===== src/rtl/sdc_rd_pkg.sv =====
// -----------------------------------------------------------------------------
// sdc_rd_pkg
// Shared definitions for the SD card multi-block read path:
//   - sdc_rd_state_t : read FSM state encoding
//   - CRC16_POLY     : CRC16 polynomial x^16+x^12+x^5+1 (16'h1021)
//   - LANES          : number of SD data lines (4)
//   - CRC_LEN        : CRC length in bits per lane (16)
//   - lane_mask()    : active-lane mask for the selected bus width
// -----------------------------------------------------------------------------
package sdc_rd_pkg;

    typedef enum logic [2:0] {
        ST_IDLE       = 3'd0,
        ST_WAIT_START = 3'd1,
        ST_RD_DAT     = 3'd2,
        ST_RD_CRC     = 3'd3,
        ST_END_BIT    = 3'd4
    } sdc_rd_state_t;

    localparam logic [15:0] CRC16_POLY = 16'h1021;
    localparam int          LANES      = 4;
    localparam int          CRC_LEN    = 16;

    // 4-bit mode uses DAT[3:0]; 1-bit mode uses DAT0 only.
    function automatic logic [LANES-1:0] lane_mask(input logic four_bit);
        return four_bit ? {LANES{1'b1}} : {{(LANES-1){1'b0}}, 1'b1};
    endfunction

endpackage


===== src/rtl/sdc_crc16_lane.sv =====
// -----------------------------------------------------------------------------
// sdc_crc16_lane
// Serial CRC16 (x^16+x^12+x^5+1, initial value 0) over one SD data lane.
// Ports:
//   clk    : clock (rising edge)
//   srst   : synchronous active-high reset
//   i_clr  : clear the CRC register to 0 (start of block)
//   i_en   : advance the CRC with i_bit this cycle
//   i_bit  : serial data bit, MSB first
//   o_crc  : current CRC value
// -----------------------------------------------------------------------------
module sdc_crc16_lane
    import sdc_rd_pkg::*;
(
    input  logic               clk,
    input  logic               srst,
    input  logic               i_clr,
    input  logic               i_en,
    input  logic               i_bit,
    output logic [CRC_LEN-1:0] o_crc
);

    logic [CRC_LEN-1:0] r_crc;
    logic               w_fb;

    assign w_fb = i_bit ^ r_crc[CRC_LEN-1];

    always_ff @(posedge clk) begin
        if (srst) begin
            r_crc <= '0;
        end else if (i_clr) begin
            r_crc <= '0;
        end else if (i_en) begin
            r_crc <= {r_crc[CRC_LEN-2:0], 1'b0} ^ (w_fb ? CRC16_POLY : {CRC_LEN{1'b0}});
        end
    end

    assign o_crc = r_crc;

endmodule


===== src/rtl/sdc_multi_blk_rd.sv =====
// -----------------------------------------------------------------------------
// sdc_multi_blk_rd
// SD card multi-block data read engine (1-bit or 4-bit bus). Waits for the
// start bit, shifts in BLK_BYTES of data as WORD_W-bit words, captures the
// per-lane CRC16 and checks the end bit, repeating for blk_cnt blocks.
//
// Optional feature: define SDC_RD_CRC_CHECK_EN to instantiate one CRC16
// generator per lane and flag mismatches against the received CRC. Without
// it, crc_err reports end-bit errors only.
//
// Parameters: WORD_W (bits/word), BLK_BYTES (bytes/block), TO_CYC (start-bit
//             timeout in sdc_clk cycles)
// Inputs : sdc_clk, reset (sync, active high), start, blk_cnt[15:0],
//          bus_4bit, abort, dat_in[3:0]
// Outputs: dat_wrd[WORD_W-1:0], latch_wrd_strb, crc_rx[63:0] (lane n in
//          [16n+15:16n]), latch_crc_strb, crc_err (sticky per transfer),
//          tfc, timeout, busy
// -----------------------------------------------------------------------------
module sdc_multi_blk_rd
    import sdc_rd_pkg::*;
#(
    parameter int WORD_W    = 64,
    parameter int BLK_BYTES = 512,
    parameter int TO_CYC    = 65535
) (
    input  logic                     sdc_clk,
    input  logic                     reset,
    input  logic                     start,
    input  logic [15:0]              blk_cnt,
    input  logic                     bus_4bit,
    input  logic                     abort,
    input  logic [3:0]               dat_in,
    output logic [WORD_W-1:0]        dat_wrd,
    output logic                     latch_wrd_strb,
    output logic [LANES*CRC_LEN-1:0] crc_rx,
    output logic                     latch_crc_strb,
    output logic                     crc_err,
    output logic                     tfc,
    output logic                     timeout,
    output logic                     busy
);

    localparam int WORDS = BLK_BYTES * 8 / WORD_W;
    localparam int WC_W  = (WORDS > 1) ? $clog2(WORDS) : 1;
    localparam int BC_W  = $clog2(WORD_W);
    localparam int TC_W  = (TO_CYC > 1) ? $clog2(TO_CYC) : 1;

    localparam logic [WC_W-1:0] WC_LAST    = WC_W'(WORDS - 1);
    localparam logic [BC_W-1:0] BC_LAST_1B = BC_W'(WORD_W - 1);
    localparam logic [BC_W-1:0] BC_LAST_4B = BC_W'(WORD_W / 4 - 1);
    localparam logic [TC_W-1:0] TC_LAST    = TC_W'(TO_CYC - 1);
    localparam logic [3:0]      CC_LAST    = 4'(CRC_LEN - 1);

    sdc_rd_state_t r_state;
    sdc_rd_state_t w_state_next;

    logic [15:0]              r_blk_rem;
    logic                     r_bus_4bit;
    logic [BC_W-1:0]          r_bit_cnt;
    logic [WC_W-1:0]          r_wrd_cnt;
    logic [3:0]               r_crc_cnt;
    logic [TC_W-1:0]          r_to_cnt;
    logic [WORD_W-2:0]        r_shift;
    logic [WORD_W-1:0]        r_dat_wrd;
    logic [LANES*CRC_LEN-1:0] r_crc_rx;
    logic                     r_wrd_strb;
    logic                     r_crc_strb;
    logic                     r_crc_err;
    logic                     r_tfc;
    logic                     r_timeout;

    logic [LANES-1:0]         w_lane_mask;
    logic [LANES-1:0]         w_act;
    logic                     w_start_bit;
    logic                     w_end_bad;
    logic                     w_bit_last;
    logic                     w_blk_last_word;
    logic                     w_to_expire;
    logic                     w_crc_bad;
    logic [WORD_W-1:0]        w_word_next;
    logic [LANES*CRC_LEN-1:0] w_crc_rx_next;

    // Inactive lanes are forced to 0 so they never affect start/end detection
    // and always read back as 0 in crc_rx.
    assign w_lane_mask     = lane_mask(r_bus_4bit);
    assign w_act           = dat_in & w_lane_mask;
    assign w_start_bit     = (w_act == '0);
    assign w_end_bad       = (w_act != w_lane_mask);
    assign w_bit_last      = (r_bit_cnt == (r_bus_4bit ? BC_LAST_4B : BC_LAST_1B));
    assign w_blk_last_word = (r_wrd_cnt == WC_LAST);
    // A start bit on the expiry cycle wins over the timeout.
    assign w_to_expire     = !w_start_bit && (r_to_cnt == TC_LAST);

    // The shift register only keeps the older WORD_W-1 bits; the word is
    // completed with the bits sampled this cycle.
    assign w_word_next = r_bus_4bit ? {r_shift[WORD_W-5:0], dat_in}
                                    : {r_shift, dat_in[0]};

    for (genvar gi = 0; gi < LANES; gi++) begin : g_crc_sh
        assign w_crc_rx_next[gi*CRC_LEN +: CRC_LEN] =
            {r_crc_rx[gi*CRC_LEN +: CRC_LEN-1], w_act[gi]};
    end

`ifdef SDC_RD_CRC_CHECK_EN
    logic [LANES-1:0] w_lane_bad;
    logic             w_crc_clr;
    logic             w_crc_en;

    assign w_crc_clr = (r_state == ST_WAIT_START) && w_start_bit;
    assign w_crc_en  = (r_state == ST_RD_DAT);

    for (genvar gi = 0; gi < LANES; gi++) begin : g_crc_chk
        logic [CRC_LEN-1:0] w_crc_calc;

        sdc_crc16_lane u_crc (
            .clk   (sdc_clk),
            .srst  (reset),
            .i_clr (w_crc_clr),
            .i_en  (w_crc_en),
            .i_bit (dat_in[gi]),
            .o_crc (w_crc_calc)
        );

        // Compared against the value crc_rx takes at the 16th CRC bit.
        assign w_lane_bad[gi] = w_lane_mask[gi] &&
                                (w_crc_calc != w_crc_rx_next[gi*CRC_LEN +: CRC_LEN]);
    end

    assign w_crc_bad = |w_lane_bad;
`else
    assign w_crc_bad = 1'b0;
`endif

    // State register
    always_ff @(posedge sdc_clk) begin
        if (reset) begin
            r_state <= ST_IDLE;
        end else begin
            r_state <= w_state_next;
        end
    end

    // Next-state logic
    always_comb begin
        w_state_next = r_state;
        case (r_state)
            ST_IDLE: begin
                if (start) w_state_next = ST_WAIT_START;
            end
            ST_WAIT_START: begin
                if (w_start_bit)      w_state_next = ST_RD_DAT;
                else if (w_to_expire) w_state_next = ST_IDLE;
            end
            ST_RD_DAT: begin
                if (w_bit_last && w_blk_last_word) w_state_next = ST_RD_CRC;
            end
            ST_RD_CRC: begin
                if (r_crc_cnt == CC_LAST) w_state_next = ST_END_BIT;
            end
            ST_END_BIT: begin
                w_state_next = (r_blk_rem > 16'd1) ? ST_WAIT_START : ST_IDLE;
            end
            default: w_state_next = ST_IDLE;
        endcase
        if (abort) w_state_next = ST_IDLE;
    end

    // Datapath, counters and strobes
    always_ff @(posedge sdc_clk) begin
        if (reset) begin
            r_blk_rem  <= '0;
            r_bus_4bit <= 1'b0;
            r_bit_cnt  <= '0;
            r_wrd_cnt  <= '0;
            r_crc_cnt  <= '0;
            r_to_cnt   <= '0;
            r_shift    <= '0;
            r_dat_wrd  <= '0;
            r_crc_rx   <= '0;
            r_wrd_strb <= 1'b0;
            r_crc_strb <= 1'b0;
            r_crc_err  <= 1'b0;
            r_tfc      <= 1'b0;
            r_timeout  <= 1'b0;
        end else begin
            r_wrd_strb <= 1'b0;
            r_crc_strb <= 1'b0;
            r_tfc      <= 1'b0;
            r_timeout  <= 1'b0;
            if (abort) begin
                // Cancel silently: no strobes, dat_wrd/crc_rx keep last values.
                r_bit_cnt <= '0;
                r_wrd_cnt <= '0;
                r_crc_cnt <= '0;
                r_to_cnt  <= '0;
            end else begin
                case (r_state)
                    ST_IDLE: begin
                        if (start) begin
                            r_blk_rem  <= (blk_cnt == 16'd0) ? 16'd1 : blk_cnt;
                            r_bus_4bit <= bus_4bit;
                            r_crc_err  <= 1'b0;
                            r_to_cnt   <= '0;
                        end
                    end
                    ST_WAIT_START: begin
                        if (w_start_bit) begin
                            r_bit_cnt <= '0;
                            r_wrd_cnt <= '0;
                        end else if (w_to_expire) begin
                            r_timeout <= 1'b1;
                            r_to_cnt  <= '0;
                        end else begin
                            r_to_cnt <= r_to_cnt + 1'b1;
                        end
                    end
                    ST_RD_DAT: begin
                        r_shift <= w_word_next[WORD_W-2:0];
                        if (w_bit_last) begin
                            r_bit_cnt  <= '0;
                            r_dat_wrd  <= w_word_next;
                            r_wrd_strb <= 1'b1;
                            if (w_blk_last_word) begin
                                r_wrd_cnt <= '0;
                                r_crc_cnt <= '0;
                            end else begin
                                r_wrd_cnt <= r_wrd_cnt + 1'b1;
                            end
                        end else begin
                            r_bit_cnt <= r_bit_cnt + 1'b1;
                        end
                    end
                    ST_RD_CRC: begin
                        r_crc_rx <= w_crc_rx_next;
                        if (r_crc_cnt == CC_LAST) begin
                            r_crc_cnt  <= '0;
                            r_crc_strb <= 1'b1;
                            if (w_crc_bad) r_crc_err <= 1'b1;
                        end else begin
                            r_crc_cnt <= r_crc_cnt + 1'b1;
                        end
                    end
                    ST_END_BIT: begin
                        if (w_end_bad) r_crc_err <= 1'b1;
                        if (r_blk_rem > 16'd1) begin
                            r_blk_rem <= r_blk_rem - 16'd1;
                            r_to_cnt  <= '0;
                        end else begin
                            r_tfc <= 1'b1;
                        end
                    end
                    default: ;
                endcase
            end
        end
    end

    assign dat_wrd        = r_dat_wrd;
    assign latch_wrd_strb = r_wrd_strb;
    assign crc_rx         = r_crc_rx;
    assign latch_crc_strb = r_crc_strb;
    assign crc_err        = r_crc_err;
    assign tfc            = r_tfc;
    assign timeout        = r_timeout;
    assign busy           = (r_state != ST_IDLE);

endmodule


===== config.mk =====
export PLATFORM = sky130hd
export DESIGN_NAME = sdc_multi_blk_rd
export DESIGN_NICKNAME = d
export VERILOG_FILES = /design/src/rtl/sdc_rd_pkg.sv /design/src/rtl/sdc_crc16_lane.sv /design/src/rtl/sdc_multi_blk_rd.sv
export SDC_FILE = /design/constraint.sdc
export NUM_CORES = 1
export LEC_CHECK = 0
export CAP_MARGIN = 20
export CORE_MARGIN = 4
export CORE_UTILIZATION = 61
export CTS_BUF_LIST = sky130_fd_sc_hd__clkbuf_2 sky130_fd_sc_hd__clkbuf_4 sky130_fd_sc_hd__clkbuf_8
export CTS_CLUSTER_SIZE = 8
export DETAILED_ROUTE_END_ITERATION = 6
export DONT_BUFFER_PORTS = 1
export PLACE_DENSITY = 0.77
export SKIP_CTS_REPAIR_TIMING = 1
export SLEW_MARGIN = 20
export SYNTH_ARGS = -nofsm -noshare
export SYNTH_HDL_FRONTEND = slang
export SYNTH_SLANG_ARGS = --single-unit

===== constraint.sdc =====
create_clock -name sdc_clk -period 2.6 [get_ports sdc_clk]
set_clock_uncertainty 0.1 [all_clocks]
set_input_delay 0.65 -clock sdc_clk [delete_from_list [all_inputs] [get_ports sdc_clk]]
set_output_delay 0.65 -clock sdc_clk [all_outputs]
set_load 0.01 [all_outputs]

# Yosys cells after proc, flatten, opt, wreduce, memory -nomap -nowiden
# Cells that the tools add are included.
# op_classes
n_addsub	5
n_mul	0
div	0
n_lt_le_gt_ge	1
n_eq_ne	19
shifts	0
muxes	36
bitwise	6
reduce_logical	27
# ops
op	count
$mux W16	7
$mux W64	1
$pmux W16 S3	1
$pmux W16 S2	1
$mux W6	5
$pmux W6 S2	2
$ne A2 B2 Y1 const B	9
$add A16 B1 Y16 const B	1
$eq A16 B16 Y1 const B	1
$gt A16 B1 Y1 const B	1
$logic_not A16 Y1	1
$mux W4	4
$reduce_and A4 Y1	4
$sub A16 B1 Y16 const B	1
$mux W3	5
$pmux W3 S5	1
$add A6 B1 Y6 const B	2
$reduce_and A3 Y1	4
$reduce_or A3 Y1	3
$pmux W4 S2	1
$mux W1	7
$eq A3 B2 Y1 const B	2
$eq A6 B6 Y1	1
$eq A6 B6 Y1 const B	1
18 further kinds	28
# totals
reg_bits	248
latchBits	0
ram_bits	0
rom_bits	0
input_bits	25
out_inout_bits	134
wordCells	109
memories	0

# Longest topological paths before layout
# Gate-level depths: netlist (run 1).
# logic_depth
depth_word	8
mapped_depth	9

# Least setup slack after synthesis (run 1)
# No wires, ideal clock.
# synth_path
path_type	input-to-reg
start	input dat_in[0]
end	register r_to_cnt[1]
setup_ns	0.114
arrival_ns	2.077
path_slack_ns	0.309
cell_stages	8
n_path_buf	3
path_cell_list	buf_2 > nor4_1 > o32ai_4 > o211ai_4 > buf_6 > buf_4 > mux2i_1 > nor2_1
# synth_via
elab_chain_cells	7
elab_cells_between_ends	9
classes_between	1 x eq/ne; 3 x mux; 1 x bitwise; 4 x reduce/logical
# synth_rtl
element	line	text
start: declaration	sdc_multi_blk_rd.sv:32	input logic [3:0] dat_in,
$and A4 B4 Y4 *	sdc_multi_blk_rd.sv:86	assign w_act = dat_in & w_lane_mask;
$logic_not A4 Y1 *	sdc_multi_blk_rd.sv:87	assign w_start_bit = (w_act == '0);
$logic_not A1 Y1	sdc_multi_blk_rd.sv:92	assign w_to_expire = !w_start_bit && (r_to_cnt == TC_LAST);
$logic_and A1 B1 Y1	sdc_multi_blk_rd.sv:92	
$mux W16	sdc_multi_blk_rd.sv:210	end else if (w_to_expire) begin
$mux W16	sdc_multi_blk_rd.sv:207	if (w_start_bit) begin
$pmux W16 S3	sdc_multi_blk_rd.sv:197	case (r_state)
end signal: assignment	sdc_multi_blk_rd.sv:214	r_to_cnt <= r_to_cnt + 1'b1;
end: declaration	sdc_multi_blk_rd.sv:62	logic [TC_W-1:0] r_to_cnt;
# Every way passes the cells marked *; elsewhere a longest branch is shown, timed or not. The select of a mux whose other input is x is not followed.
# A chain may end at the register's enable or synchronous reset.

# Worst setup path in the final report (run 1)
# layout_path
start	register r_state[1]
end	register r_dat_wrd[6], in the netlist dat_wrd[6]
# layout_via
elab_chain_cells	2
# layout_rtl
element	line	text
start: declaration	sdc_multi_blk_rd.sv:54	sdc_rd_state_t r_state;
start signal: assignment	sdc_multi_blk_rd.sv:139	r_state <= w_state_next;
$eq A3 B2 Y1	sdc_multi_blk_rd.sv:197	
$reduce_and A3 Y1 (no source line)	n/a	
end signal: assignment	sdc_multi_blk_rd.sv:221	r_dat_wrd <= w_word_next;
end: declaration	sdc_multi_blk_rd.sv:64	logic [WORD_W-1:0] r_dat_wrd;
# No other way between the ends.

==> results of run 1 <==
## cell families after synthesis
kind of cell | share of synthesized area, %
XOR/XNOR | 0.426
multiplexers | 6.73
AND/OR/NAND/NOR | 19.5
adder cells (fa/ha/maj) | 0.852
flip-flops | 48.3
buffers and inverters | 4.44
AO/OA/AOI/OAI | 19.8
## Yosys cell counts, drive strengths merged (2+ instances only)
| master | count | area (sq um) |
|---|---|---|
| dfxtp | 248 | 4960 |
| nor2 | 168 | 633 |
| nand2 | 166 | 623 |
| a211oi | 131 | 983 |
| a21oi | 106 | 531 |
| mux2i | 68 | 681 |
| buf | 46 | 269 |
| clkbuf | 44 | 165 |
| o21ai | 36 | 188 |
| nand3 | 23 | 120 |
| nor3 | 18 | 90.1 |
| or4 | 10 | 75.1 |
| nor4 | 9 | 92.6 |
| or3 | 9 | 56.3 |
| ha | 7 | 87.6 |
| nand4 | 7 | 43.8 |
| inv | 6 | 22.5 |
| o31ai | 6 | 45.0 |
| nor3b | 5 | 53.8 |
| and3 | 4 | 25.0 |
| nor2b | 4 | 25.0 |
| o21a | 4 | 30.0 |
| or2 | 4 | 25.0 |
| a21o | 3 | 22.5 |
| and2 | 3 | 18.8 |
| and4 | 3 | 26.3 |
| o211a | 3 | 30.0 |
| o211ai | 3 | 36.3 |
| or3b | 3 | 26.3 |
| xor2 | 3 | 26.3 |
| a22o | 2 | 17.5 |
| a31oi | 2 | 12.5 |
| and3b | 2 | 17.5 |
| nand2b | 2 | 20.0 |
| nand3b | 2 | 15.0 |
| o2111ai | 2 | 23.8 |
| xnor2 | 2 | 17.5 |
## layout make-up
class	count	area, sq um
fillers	1357	5330
inverters	6	22.5
well taps	220	275
multi-input cells	834	4880
clock inverters	3	18.8
clock buffers	65	820
repair buffers	20	213
flip-flops and latches	248	4970
## path summary, 6_finish.rpt
| check | endpoint | slack [ns] |
|---|---|---|
| worst max register to register | dat_wrd[6]$_SDFFE_PP0P_ | 0.23 |
| worst min-delay path | dat_wrd[0]$_SDFFE_PP0P_ | 0.11 |
| worst min register to register | r_to_cnt[15]$_SDFFE_PP0P_ | 0.38 |
| worst max-delay path | dat_wrd[6]$_SDFFE_PP0P_ | 0.23 |
## sequential cells by signal, summed over array words and instances, names as in the netlist
name,cells
r_wrd_cnt,6
r_to_cnt,16
tfc,1
r_crc_cnt,4
dat_wrd,64
r_blk_rem,16
r_state,3
r_bus_4bit,1
timeout,1
crc_err,1
crc_rx,64
latch_wrd_strb,1
latch_crc_strb,1
r_bit_cnt,6
r_shift,63
## layer usage
metal / vias to the layer above / track usage (%) / routed length, microns
met5: - / 0 / 0
met4: 0 / 7.90 / 538
met3: 49 / 7.27 / 1820
met2: 233 / 36.2 / 10600
met1: 3773 / 31.5 / 10000
li1: 4154 / - / -
## power by group through the flow
| stage | Clock (mW) | Sequential (mW) | Combinational [mW] |
|---|---|---|---|
| detailed placement | 0 | 4.02 | 0.468 |
| global placement | 0 | 4.01 | 0.462 |
| global route | 3.72 | 3.94 | 0.526 |
| CTS | 3.55 | 3.93 | 0.472 |
| floorplan | 0 | 3.99 | 0.438 |
| finish | 3.45 | 3.94 | 0.471 |
## through the flow
stage                     hold WS [ns]  total power, mW  setup slack, ns
after global routing            0.0672             8.19           0.0167
after global placement           0.363             4.48            0.298
after CTS                       0.0680             7.96            0.215
after floorplan                  0.347             4.43            0.309
after detailed placement         0.367             4.49            0.269
final                            0.111             7.86            0.233
## critical path: stages (launching register included)
cell	delay (ns)
dfxtp_1	0.53
inv_1	0.18
or3_1	0.39
nor3_2	0.33
buf_12	0.33
nor2_1	0.09
a211oi_1	0.25
==> load_flow_metrics.sql, run 1 <==
INSERT INTO impl_metrics (metric_group, metric, value, unit) VALUES
('global_routing', 'grt.total_usage', '23.5', '%'),
('sta', 'setup-tns-final', '0', 'ns'),
('power_and_ir_drop', 'power_density', '702', 'nW/um^2'),
('clock_network', 'ctsHtreeMaxLevel', '2', ''),
('worst_setup_path', 'crit_path_max_fanout', '81', ''),
('global_routing', 'antenna_found_initial', '0', ''),
('drt', 'routed_wl', '22900', 'microns'),
('layout', 'final_common_cell', 'dfxtp_1', ''),
('yosys', 'ys_ff_latch', '248', ''),
('clock_network', 'clock_net_sink_count', '248', ''),
('power_and_ir_drop', 'netSwitchingFraction', '23.2', '%'),
('layout', 'post_route_cells_drive_above_1_share', '9.61', '%'),
('sta', 'final-hold-violation-count', '0', ''),
('layout', 'most-common-layout-cells', '247 x dfxtp_1, 166 x nor2_1, 166 x nand2_1, 131 x a211oi_1, 106 x a21oi_1', ''),
('drt', 'wire_per_inst', '16.4', 'microns'),
('layout', 'cell_area_after_layout', '11200', 'sq um'),
('drt', 'first_pass_iters', '5', ''),
('global_routing', 'number_of_global_route_vias_before_repair', '7544', ''),
('clock_network', 'numCtsBuffers', '41', ''),
('worst_setup_path', 'timing.critical_path.from_type', 'flip-flop', ''),
('worst_setup_path', 'cp_launch_point', 'r_state[1]$_SDFFE_PP0P_', ''),
('layout', 'final_util', '67.8', '%'),
('power_and_ir_drop', 'power_frac_seq', '50.1', '%'),
('floorplan', 'design.core.area', '16500', 'sq um'),
('global_routing', 'globalRouteOverflowTotal', '0', ''),
('drt', 'detail_route.vias_per_cell', '5.88', ''),
('power_and_ir_drop', 'vdd.ir_drop.worst', '0.483', 'mV'),
('layout', 'antenna_cells_inserted', '0', ''),
('clock_network', 'max-clock-path-buffers', '3', ''),
('power_and_ir_drop', 'switching_power', '1.82', 'mW'),
('yosys', 'synth_nets', '1210', ''),
('clock_network', 'cts_tree', 'done', ''),
('sta', 'final_count_of_negative_setup_slack_endpoints', '0', ''),
('sta', 'fmax', '422', 'MHz'),
('worst_setup_path', 'worstReg2RegStart', 'r_state[1]$_SDFFE_PP0P_', ''),
('sta', 'worstMarginPinSlew', '0.668', 'ns'),
('sta', 'relSlewSlack', '55.0', '%'),
('clock_network', 'clkSlewWorstSetupHoldPaths', '0.06', 'ns'),
('placement', 'place_hpwl', '15000', 'microns'),
('drt', 'drtIter0Drc', '604', ''),
('hold_path', 'timing.hold.worst_path_depth', '1', ''),
('yosys', 'syn-mean-instance-area', '8.73', 'sq um'),
('sta', 'grt_setup_unrepaired', 'false', ''),
('flow_run', 'max_cap_violations', '0', ''),
('clock_network', 'later_pin_clock_latency_in_the_skew_report', '0.53', 'ns'),
('drt', 'num_vias', '8209', ''),
('worst_setup_path', 'reg2reg_depth', '6', ''),
('power_and_ir_drop', 'comb_power_share', '6.0', '%'),
('layout', 'post_layout_nets', '1183', ''),
('hold_path', 'hold_start', 'reset', ''),
('power_and_ir_drop', 'clkPwrFrac', '43.9', '%'),
('run_status', 'status', 'completed', ''),
('yosys', 'synth.yosys.warnings', '0', ''),
('sta', 'period_minus_slack', '2.37', 'ns'),
('floorplan', 'die_w', '138', 'microns'),
('yosys', 'mappedNetlistArea', '10300', 'sq um'),
('yosys', 'most_used_dff_post_synth', 'dfxtp_1', ''),
('floorplan', 'std_cell_rows', '47', ''),
('yosys', 'library_cells_used_by_synthesis', '67', ''),
('layout', 'layout-area-overhead-vs-synth', '8.91', '%'),
('floorplan', 'die_height', '138', 'microns'),
('yosys', 'count_of_flip_flops_with_a_built_in_enable_after_synthesis', '0', ''),
('worst_setup_path', 'critPathArrivalTime', '2.68', 'ns'),
('placement', 'place.port_buffers', '0', ''),
('placement', 'dpl.cell_count', '1328', ''),
('power_and_ir_drop', 'p_int', '6.04', 'mW'),
('worst_setup_path', 'critical_path_required', '2.92', 'ns'),
('clock_network', 'ctsRootBufferMaster', 'clkbuf_8', ''),
('power_and_ir_drop', 'p_leak', '3.51', 'nW'),
('placement', 'postPlaceCellArea', '10400', 'sq um'),
('global_routing', 'largest_net_degree_at_the_start_of_global_routing', '213', '');
(Power assumes the default switching activity.)
==> run 2, diff against run 1 <==
--- a/config.mk
+++ b/config.mk
@@ -12,6 +12,7 @@
 export CTS_CLUSTER_SIZE = 8
 export DETAILED_ROUTE_END_ITERATION = 6
 export DONT_BUFFER_PORTS = 1
+export GPL_TIMING_DRIVEN = 0
 export PLACE_DENSITY = 0.77
 export SKIP_CTS_REPAIR_TIMING = 1
 export SLEW_MARGIN = 20
==> load_flow_metrics.sql, run 2 (same netlist as run 1, synthesis figures left out) <==
INSERT INTO impl_metrics (metric_group, metric, value, unit) VALUES
('drt', 'routed_wl', '25800', 'microns'),
('power_and_ir_drop', 'total_power', '7.80', 'mW'),
('sta', 'relSlewSlack', '47.4', '%'),
('drt', 'drc', '0', ''),
('sta', 'fmax', '422', 'MHz'),
('layout', 'final_common_cell', 'dfxtp_1', ''),
('clock_network', 'clkSlewWorstSetupHoldPaths', '0.06', 'ns'),
('worst_setup_path', 'crit_path_cell_trace', 'buf_2 > inv_1 > or3_1 > buf_2 > nor3_1 > clkbuf_4 > buf_4 > buf_2 > a211oi_1', ''),
('floorplan', 'die_w', '138', 'microns'),
('clock_network', 'max-clock-path-buffers', '3', ''),
('layout', 'final_util', '68.7', '%'),
('worst_setup_path', 'crit_path_max_fanout', '10', ''),
('global_routing', 'largest_net_degree_at_the_start_of_global_routing', '11', ''),
('clock_network', 'clock_net_sink_count', '248', ''),
('worst_setup_path', 'timing.critical_path.from_type', 'flip-flop', ''),
('sta', 'worst_hold_slack', '0.188', 'ns'),
('layout', 'most-common-layout-cells', '248 x dfxtp_1, 167 x nor2_1, 166 x nand2_1, 131 x a211oi_1, 106 x a21oi_1', ''),
('sta', 'period_minus_slack', '2.37', 'ns'),
('worst_setup_path', 'crit_path_frequent_cell', 'buf_2', ''),
('power_and_ir_drop', 'p_int', '5.92', 'mW'),
('placement', 'place_hpwl', '18200', 'microns'),
('floorplan', 'std_cell_rows', '47', ''),
('global_routing', 'globalRouteOverflowTotal', '0', ''),
('clock_network', 'ctsHtreeMaxLevel', '2', ''),
('hold_path', 'hold_path_class', 'input pin to flip-flop', ''),
('drt', 'detail_route.vias_per_cell', '5.98', ''),
('worst_setup_path', 'endpoint_class_of_the_critical_path', 'flip-flop', ''),
('layout', 'antenna_cells_inserted', '0', ''),
('placement', 'gp_congestion', '0.933', ''),
('drt', 'drtIter0Drc', '668', ''),
('placement', 'postPlaceCellArea', '10600', 'sq um'),
('clock_network', 'later_pin_clock_latency_in_the_skew_report', '0.53', 'ns'),
('sta', 'final_min_period_over_clock_period', '91.2', '%'),
('worst_setup_path', 'critical_path_required', '2.89', 'ns'),
('floorplan', 'initial_utilization', '62.2', '%'),
('sta', 'worstMarginPinSlew', '0.789', 'ns'),
('worst_setup_path', 'critPathArrivalTime', '2.66', 'ns'),
('worst_setup_path', 'cpPeakStageDelay', '0.32', 'ns'),
('power_and_ir_drop', 'power_frac_seq', '50.4', '%'),
('drt', 'drtAntennaViolNets', '0', ''),
('power_and_ir_drop', 'p_leak', '3.65', 'nW'),
('sta', 'grt_setup_unrepaired', 'false', ''),
('power_and_ir_drop', 'power_density', '687', 'nW/um^2'),
('layout', 'cell_area_after_layout', '11300', 'sq um'),
('drt', 'wire_per_inst', '17.6', 'microns'),
('layout', 'layout-area-overhead-vs-synth', '10.4', '%'),
('layout', 'post_layout_nets', '1252', ''),
('clock_network', 'ctsRootBufferMaster', 'clkbuf_8', ''),
('worst_setup_path', 'critical-path-slowest-cell', 'or3_1', ''),
('drt', 'num_vias', '8743', ''),
('layout', 'post_route_cells_drive_above_1_share', '10.5', '%'),
('floorplan', 'floorplan.die_area', '19000', 'sq um'),
('floorplan', 'die_height', '138', 'microns'),
('run_status', 'status', 'completed', ''),
('floorplan', 'design.core.area', '16500', 'sq um'),
('global_routing', 'wire_length_of_the_first_global_routing_pass', '41200', 'microns'),
('clock_network', 'cts_tree', 'done', ''),
('flow_run', 'max_cap_violations', '0', ''),
('global_routing', 'grt.total_usage', '26.7', '%'),
('power_and_ir_drop', 'vdd.ir_drop.worst', '0.438', 'mV'),
('sta', 'final-hold-violation-count', '0', ''),
('placement', 'place.port_buffers', '0', ''),
('global_routing', 'number_of_global_route_vias_before_repair', '8219', ''),
('sta', 'final_count_of_negative_setup_slack_endpoints', '0', ''),
('drt', 'first_pass_iters', '6', ''),
('clock_network', 'numCtsBuffers', '40', ''),
('floorplan', 'pin_count', '159', ''),
('layout', 'num-fill-cells', '1361', ''),
('sta', 'finalMaxSlewViolations', '0', ''),
('global_routing', 'antenna_found_initial', '0', ''),
('power_and_ir_drop', 'netSwitchingFraction', '24.1', '%'),
('worst_setup_path', 'crit_type', 'flip-flop to flip-flop', ''),
('power_and_ir_drop', 'comb_power_share', '7.4', '%'),
('power_and_ir_drop', 'clkPwrFrac', '42.3', '%'),
('power_and_ir_drop', 'switching_power', '1.88', 'mW');
run 2: area by class of cell:
cell class / instances / area (sq um) / area share, %
Buffer: 90 / 437 / 3.85
Multi-Input combinational cell: 834 / 4860 / 42.9
Clock inverter: 3 / 18.8 / 0.165
Inverter: 6 / 22.5 / 0.198
Tap cell: 220 / 275 / 2.43
Sequential cell: 248 / 4960 / 43.8
Clock buffer: 61 / 764 / 6.74
run 2: worst max-delay path: cells and delay by family (launching register included):
kind / cells / cell delay [ns]
compound gates: 1 / 0.11
buf+inv: 6 / 1.27
flops: 1 / 0.30
simple gates: 2 / 0.46
run 2: layer usage:
metal  part of all wire [%]  global-route usage, %
met5                      0                      0
met1                     42                   34.7
met4                    3.3                   10.0
met2                     47                   42.8
met3                    8.0                   6.72
run 2: worst paths after layout:
path	start	slack, ns	endpoint	cells past startpoint
max reg2reg	r_state[1]$_SDFFE_PP0P_	0.23	dat_wrd[20]$_SDFFE_PP0P_	9
max	r_state[1]$_SDFFE_PP0P_	0.23	dat_wrd[20]$_SDFFE_PP0P_	9
min reg2reg	r_wrd_cnt[1]$_SDFFE_PP0P_	0.38	r_wrd_cnt[1]$_SDFFE_PP0P_	2
min	bus_4bit	0.19	r_bus_4bit$_SDFFE_PP0P_	2
run 2: per-stage QoR:
stage	worst slack [ns]	instances	TNS (ns)
after floorplan	0.309	1178	0
after global placement	-0.0446	1398	-0.154
after detailed placement	-0.0535	1398	-0.227
after CTS	0.176	1462	0
after global routing	0.0438	1462	0
final	0.230	1462	0
run 2: power groups by stage:
| stage | sequential, mW | clock (mW) | combinational (mW) |
|---|---|---|---|
| 2_1_floorplan | 3.99 | 0 | 0.438 |
| 3_3_place_gp | 4.01 | 0 | 0.559 |
| 3_5_place_dp | 4.01 | 0 | 0.564 |
| 4_1_cts | 3.93 | 3.36 | 0.567 |
| 5_1_grt | 3.93 | 3.53 | 0.634 |
| 6_report | 3.93 | 3.30 | 0.574 |
